--- src/rtl/lorenz_pkg.sv ---
// rtl/lorenz_pkg.sv - shared Lorenz stream constants and the scale/narrow helper (LORENZ_STREAM_SAT_EN: saturating narrowing)
package lorenz_pkg;

    localparam int LZ_N        = 27;
    localparam int LZ_FRAC     = 20;
    localparam int LZ_OUT_W    = 16;
    localparam int LZ_SHIFT    = 10;
    localparam int LZ_SAMPLE_W = 3 * LZ_OUT_W;
    localparam int LZ_CALC_W   = 64;

    // Result is sign-extended to LZ_CALC_W; callers keep the low out_w bits.
    function automatic logic signed [LZ_CALC_W-1:0] lz_scale(
        input logic signed [LZ_CALC_W-1:0] v,
        input int                          shift,
        input int                          out_w
    );
        logic signed [LZ_CALC_W-1:0] s;
`ifdef LORENZ_STREAM_SAT_EN
        logic signed [LZ_CALC_W-1:0] hi;
        logic signed [LZ_CALC_W-1:0] lo;
        s  = v >>> shift;
        hi = (64'sd1 <<< (out_w - 1)) - 64'sd1;
        lo = -(64'sd1 <<< (out_w - 1));
        if (s > hi) begin
            s = hi;
        end else if (s < lo) begin
            s = lo;
        end
`else
        s = v >>> shift;
        s = (s <<< (LZ_CALC_W - out_w)) >>> (LZ_CALC_W - out_w);
`endif
        return s;
    endfunction

endpackage

--- src/rtl/lorenz_stream_fifo.sv ---
// rtl/lorenz_stream_fifo.sv - generic first-word-fall-through sync FIFO, async active-low reset
module lorenz_stream_fifo #(
    parameter int WIDTH = 48,
    parameter int DEPTH = 8
) (
    input  logic                     clk_i,
    input  logic                     rst_ni,
    input  logic                     push_i,
    input  logic                     pop_i,
    input  logic [WIDTH-1:0]         wdata_i,
    output logic [WIDTH-1:0]         rdata_o,
    output logic                     full_o,
    output logic                     empty_o,
    output logic [$clog2(DEPTH):0]   level_o
);

    localparam int AW = $clog2(DEPTH);
    localparam logic [AW:0]   FULL_LVL = DEPTH[AW:0];
    localparam logic [AW:0]   LVL_ONE  = 1;
    localparam logic [AW-1:0] PTR_ONE  = 1;

    logic [WIDTH-1:0] mem_q [DEPTH];
    logic [AW-1:0]    wr_ptr_q, rd_ptr_q;
    logic [AW:0]      level_q;
    logic             do_push, do_pop;

    assign empty_o = (level_q == '0);
    assign full_o  = (level_q == FULL_LVL);
    assign level_o = level_q;
    assign do_pop  = pop_i && !empty_o;
    // A pop in the same cycle frees the slot, so push at full is accepted then.
    assign do_push = push_i && (!full_o || do_pop);
    assign rdata_o = empty_o ? '0 : mem_q[rd_ptr_q];

    always_ff @(posedge clk_i) begin
        if (do_push) begin
            mem_q[wr_ptr_q] <= wdata_i;
        end
    end

    always_ff @(posedge clk_i or negedge rst_ni) begin
        if (!rst_ni) begin
            wr_ptr_q <= '0;
            rd_ptr_q <= '0;
            level_q  <= '0;
        end else begin
            if (do_push) wr_ptr_q <= wr_ptr_q + PTR_ONE;
            if (do_pop)  rd_ptr_q <= rd_ptr_q + PTR_ONE;
            if (do_push && !do_pop)      level_q <= level_q + LVL_ONE;
            else if (do_pop && !do_push) level_q <= level_q - LVL_ONE;
        end
    end

endmodule

--- src/rtl/lorenz_sample_streamer.sv ---
// rtl/lorenz_sample_streamer.sv - decimate, rescale and buffer Lorenz x/y/z samples (LORENZ_STREAM_SAT_EN via lorenz_pkg)
module lorenz_sample_streamer
    import lorenz_pkg::*;
#(
    parameter int N     = LZ_N,
    parameter int OUT_W = LZ_OUT_W,
    parameter int SHIFT = LZ_SHIFT,
    parameter int DEPTH = 8,
    parameter int DIV_W = 16
) (
    input  logic                     clk,
    input  logic                     reset,
    input  logic                     enable,
    input  logic [DIV_W-1:0]         decim,
    input  logic signed [N-1:0]      x_in,
    input  logic signed [N-1:0]      y_in,
    input  logic signed [N-1:0]      z_in,
    output logic                     out_valid,
    input  logic                     out_ready,
    output logic signed [OUT_W-1:0]  out_x,
    output logic signed [OUT_W-1:0]  out_y,
    output logic signed [OUT_W-1:0]  out_z,
    output logic [$clog2(DEPTH):0]   fifo_level,
    output logic                     drop_flag,
    output logic [15:0]              drop_count
);

    localparam logic [DIV_W-1:0] CNT_ONE = 1;

    logic [DIV_W-1:0]          cnt_q, cnt_d;
    logic                      armed_q;
    logic                      drop_flag_q, drop_flag_d;
    logic [15:0]               drop_cnt_q, drop_cnt_d;
    logic                      capture, pop, full, empty, drop;
    logic signed [LZ_CALC_W-1:0] sx, sy, sz;
    logic [3*OUT_W-1:0]        wdata, rdata;
    logic                      unused_hi;

    // armed_q forces a capture on the first cycle enable is seen high.
    assign capture = enable && (!armed_q || (cnt_q >= decim));
    assign pop     = !empty && out_ready;
    assign drop    = capture && full && !pop;

    assign sx = lz_scale(LZ_CALC_W'(x_in), SHIFT, OUT_W);
    assign sy = lz_scale(LZ_CALC_W'(y_in), SHIFT, OUT_W);
    assign sz = lz_scale(LZ_CALC_W'(z_in), SHIFT, OUT_W);
    assign wdata = {sx[OUT_W-1:0], sy[OUT_W-1:0], sz[OUT_W-1:0]};
    assign unused_hi = ^{sx[LZ_CALC_W-1:OUT_W], sy[LZ_CALC_W-1:OUT_W], sz[LZ_CALC_W-1:OUT_W]};

    always_comb begin
        cnt_d = cnt_q + CNT_ONE;
        if (!enable || capture) begin
            cnt_d = '0;
        end
        drop_flag_d = drop_flag_q | drop;
        drop_cnt_d  = drop_cnt_q;
        if (drop && (drop_cnt_q != 16'hFFFF)) begin
            drop_cnt_d = drop_cnt_q + 16'd1;
        end
    end

    always_ff @(posedge clk or negedge reset) begin
        if (!reset) begin
            cnt_q       <= '0;
            armed_q     <= 1'b0;
            drop_flag_q <= 1'b0;
            drop_cnt_q  <= '0;
        end else begin
            cnt_q       <= cnt_d;
            armed_q     <= enable;
            drop_flag_q <= drop_flag_d;
            drop_cnt_q  <= drop_cnt_d;
        end
    end

    lorenz_stream_fifo #(
        .WIDTH (3 * OUT_W),
        .DEPTH (DEPTH)
    ) u_fifo (
        .clk_i   (clk),
        .rst_ni  (reset),
        .push_i  (capture),
        .pop_i   (pop),
        .wdata_i (wdata),
        .rdata_o (rdata),
        .full_o  (full),
        .empty_o (empty),
        .level_o (fifo_level)
    );

    assign out_valid  = !empty;
    assign out_x      = rdata[3*OUT_W-1:2*OUT_W];
    assign out_y      = rdata[2*OUT_W-1:OUT_W];
    assign out_z      = rdata[OUT_W-1:0];
    assign drop_flag  = drop_flag_q;
    assign drop_count = drop_cnt_q;

endmodule

--- config.mk ---
export PLATFORM = sky130hd
export DESIGN_NAME = lorenz_sample_streamer
export DESIGN_NICKNAME = d
export VERILOG_FILES = /design/src/rtl/lorenz_pkg.sv /design/src/rtl/lorenz_stream_fifo.sv /design/src/rtl/lorenz_sample_streamer.sv
export SDC_FILE = /design/constraint.sdc
export NUM_CORES = 1
export LEC_CHECK = 0
export ABC_AREA = 1
export CAP_MARGIN = 20
export CORE_MARGIN = 8
export CORE_UTILIZATION = 47
export CTS_CLUSTER_SIZE = 16
export DETAILED_ROUTE_END_ITERATION = 8
export PLACE_DENSITY = 0.8
export SLEW_MARGIN = 25
export SYNTH_ARGS = -nofsm -noshare
export SYNTH_HDL_FRONTEND = slang
export SYNTH_SLANG_ARGS = --single-unit
--- constraint.sdc ---
create_clock -name clk -period 3.8 [get_ports clk]
set_input_delay 1.14 -clock clk [delete_from_list [all_inputs] [get_ports clk]]
set_output_delay 1.14 -clock clk [all_outputs]
set_load 0.05 [all_outputs]
==> qor.txt <==
Post-Route Skew = 0.0249 ns
DPL Wire Length = 24,300 um
Flop2flop setup slack = 0.93 ns
Avg Vias per Cell = 5.50
Final hold vios = 0
Slew @ Worst Pin = 0.616 ns
Cell mode on critical path = buf_12
Post-synth cell types = 38
Max_slew headroom = 0.590
Die Span Y = 210 um
Cells after Synth = 1,457
Core Region = 37,400 um2
Critical path class = register to output port
Antenna viol nets, final = 0
Share of cells above drive strength 1 = 0.117
Synthesis-to-finish area growth = 23.5%
Worst-Skew Late Latency = 0.56 ns
Synthesized net count = 1,582
Register bit total from synthesis = 428
Vias in the first global route = 12,000
Slew Limit Fails = 0
MaxCap Viol Count = 0
IO Pins = 171
Critical path's largest stage delay = 0.45 ns
Most frequent cells in the layout = edfxtp_1, nor2_1, o21ai_0
Number of stages on the worst setup path = 7
Beginning of the critical path = u_fifo.level_o[0]
Hold_buf cts = 0
Fraction of the yosys area taken by sequential cells = 0.714
Initial core utilization = 0.473
Origin of the critical flop-to-flop path = cnt_q[11]
Cell area power density = 825 nW/um2
Slowest CP cell = dfrtp_1
Die width = 210 um
Total track usage = 0.184
Post-CTS setup buffer count = 0
Post-Route Setup TNS = 0 ns
Leak = 7.62 nW
Delay-heaviest family, CP = simple AND/OR/NAND/NOR gates
DR vias = 11,900
DR WL/cell = 19.1 um
Die ar. = 44,100 um2
Status = finished, final reports clean
Reg2reg path depth = 16
CP Capture Type = output port
Mapped Avg Cell Area = 12.1 um2
CP cell instances = or3_4 -> nor2_2 -> inv_6 -> buf_12 -> o21ai_0 -> a31oi_1 -> buf_12
Crit path capture = out_x[5]
CP Data Arrival Time = 2.55 ns
Cell Area, Synth = 17,700 um2
Final Power = 18.0 mW
I/O Buffers = 137
Final Cycle Share = 0.971
Crit path max fanout = 33
Detailed Route WL = 41,100 um
Startpoint Class = register
Design area = 21,800 um2
DRT iter0 DRCs = 931
Maximum vdd drop = 0.842 mV
Root Buffer = clkbuf_16
CP Buf/Inv Count = 3
CTS Buf Count = 43
Remaining DRCs = 0
Number of antenna violations at the first check in global routing = 2
Ys Warns = 0
Htree depth = 2
Sink Count = 428
Dpl cell area = 20,500 um2
Most common cell after layout, fill and taps aside = edfxtp_1
Layout Nets = 1,736
Grt ovf = 0
# setup viols final = 0
Hold slack = 0.474 ns
Routability cong. = 0.854
First-pass GRT wire length = 64,300 um
CTS clk-pin slew, worst paths = 0.06 ns
Pre-antenna DRT Iters = 5
Required time of the critical path = 2.66 ns
Fill cells = 2,854
Worst hold-check path type = register to register
CTS tree = done
Largest net degree at the start of global routing = 119
FP Rows = 71
Tmin final = 3.69 ns
Fmax = 0.271 GHz
Worst reg2reg endpoint = u_fifo.level_o[3]
Clock buffer depth = 3
-- where the power goes --
group | switching (mW) | internal (mW)
Combinational | 5.26 | 3.30
Clock | 1.67 | 2.16
Sequential | 0.144 | 5.48
-- how the worst min path moves through the flow --
stage | startpoint | endpoint | slack (ns) | cells past startpoint
detailed placement | drop_flag | drop_flag | 0.47 | 1
global route | drop_flag | drop_flag | 0.48 | 1
CTS | drop_flag | drop_flag | 0.48 | 1
floorplan | cnt_q[0] | cnt_q[0] | 0.45 | 1
finish | drop_flag | drop_flag | 0.47 | 1
global placement | drop_flag | drop_flag | 0.45 | 1
-- timing repair --
action / 4_1_cts / 5_1_grt
endpoints found under the setup margin: 26 / 21
gates resized for setup: 5 / 13
cloned: 0 / 0
-- cell families (layout without fill, tap and decap cells) --
kind of cell             count (synthesis)  after routing  share of synthesized area
AO/OA/AOI/OAI                          358            358                      0.109
XOR/XNOR                                29             29                     0.0144
adder cells (fa/ha/maj)                 24             24                     0.0174
buffers and inverters                  136            320                     0.0317
flip-flops                             428            428                      0.714
other                                    0              1                          0
AND/OR/NAND/NOR                        482            482                      0.113
-- metal layers --
layer	GRT usage	up-vias	wire [um]
li1	-	5550	-
met1	0.227	5847	16700
met2	0.322	387	20900
met3	0.0345	64	2550
met4	0.0625	2	903
met5	0	-	13
-- flip-flops by register name, summed over array words and instances, names as in the netlist --
signal	flops
drop_count	16
u_fifo.mem_q	384
cnt_q	16
u_fifo.level_o	4
armed_q	1
u_fifo.rd_ptr_q	3
drop_flag	1
u_fifo.wr_ptr_q	3
-- cells in the mapped netlist, drive strengths merged --
cell type / number / share of area
inv: 49 / 0.010
a21o: 1 / 0.00042
a31oi: 48 / 0.017
a31o: 1 / 0.00050
nand4: 25 / 0.011
o21ai: 249 / 0.070
clkinv: 2 / 0.00042
fa: 1 / 0.0011
o22ai: 48 / 0.017
buf: 31 / 0.0094
nor3: 14 / 0.0052
xor2: 15 / 0.0074
nor4: 1 / 0.00035
a21oi: 10 / 0.0030
clkbuf: 54 / 0.011
nor2: 335 / 0.072
nand2: 91 / 0.019
o21a: 1 / 0.00042
dfrtp: 44 / 0.062
edfxtp: 384 / 0.65
xnor2: 14 / 0.0069
nand3: 13 / 0.0040
nor3b: 2 / 0.00085
or3: 1 / 0.00064
ha: 23 / 0.016
-- cell type report --
class / count / area (um2) / share of cell area
tap: 511 / 639 / 0.0293
inverter: 51 / 204 / 0.00934
sequential: 428 / 12600 / 0.579
multi-input combinational: 893 / 4590 / 0.210
clock buffer: 59 / 1140 / 0.0520
timing repair buffer: 194 / 2510 / 0.115
clock inverter: 16 / 118 / 0.00539
antenna: 1 / 2.50 / 0.000115
-- worst reg2reg max path: stages (launching register included) --
cell     delay (ns)
dfrtp_1        0.44
ha_1           0.35
a21oi_1        0.15
o21ai_0        0.11
a21oi_1        0.21
nand2_1        0.11
nand2_1        0.16
nor2_4         0.05
ha_1           0.20
inv_1          0.10
ha_1           0.24
a21o_1         0.19
a21oi_2        0.15
nand2_1        0.07
nand2_1        0.06
nor2_1         0.05
xor2_1         0.13
-- stage by stage --
stage / std cells / util / setup WS, ns
detailed placement: 2077 / 0.548 / -0.317
finish: 2153 / 0.584 / 0.112
CTS: 2152 / 0.582 / 0.0257
floorplan: 1457 / - / -0.269
global placement: 2077 / 0.548 / -0.205
global route: 2152 / 0.584 / -0.00438
Note: power is estimated with default switching activity, not from simulation.
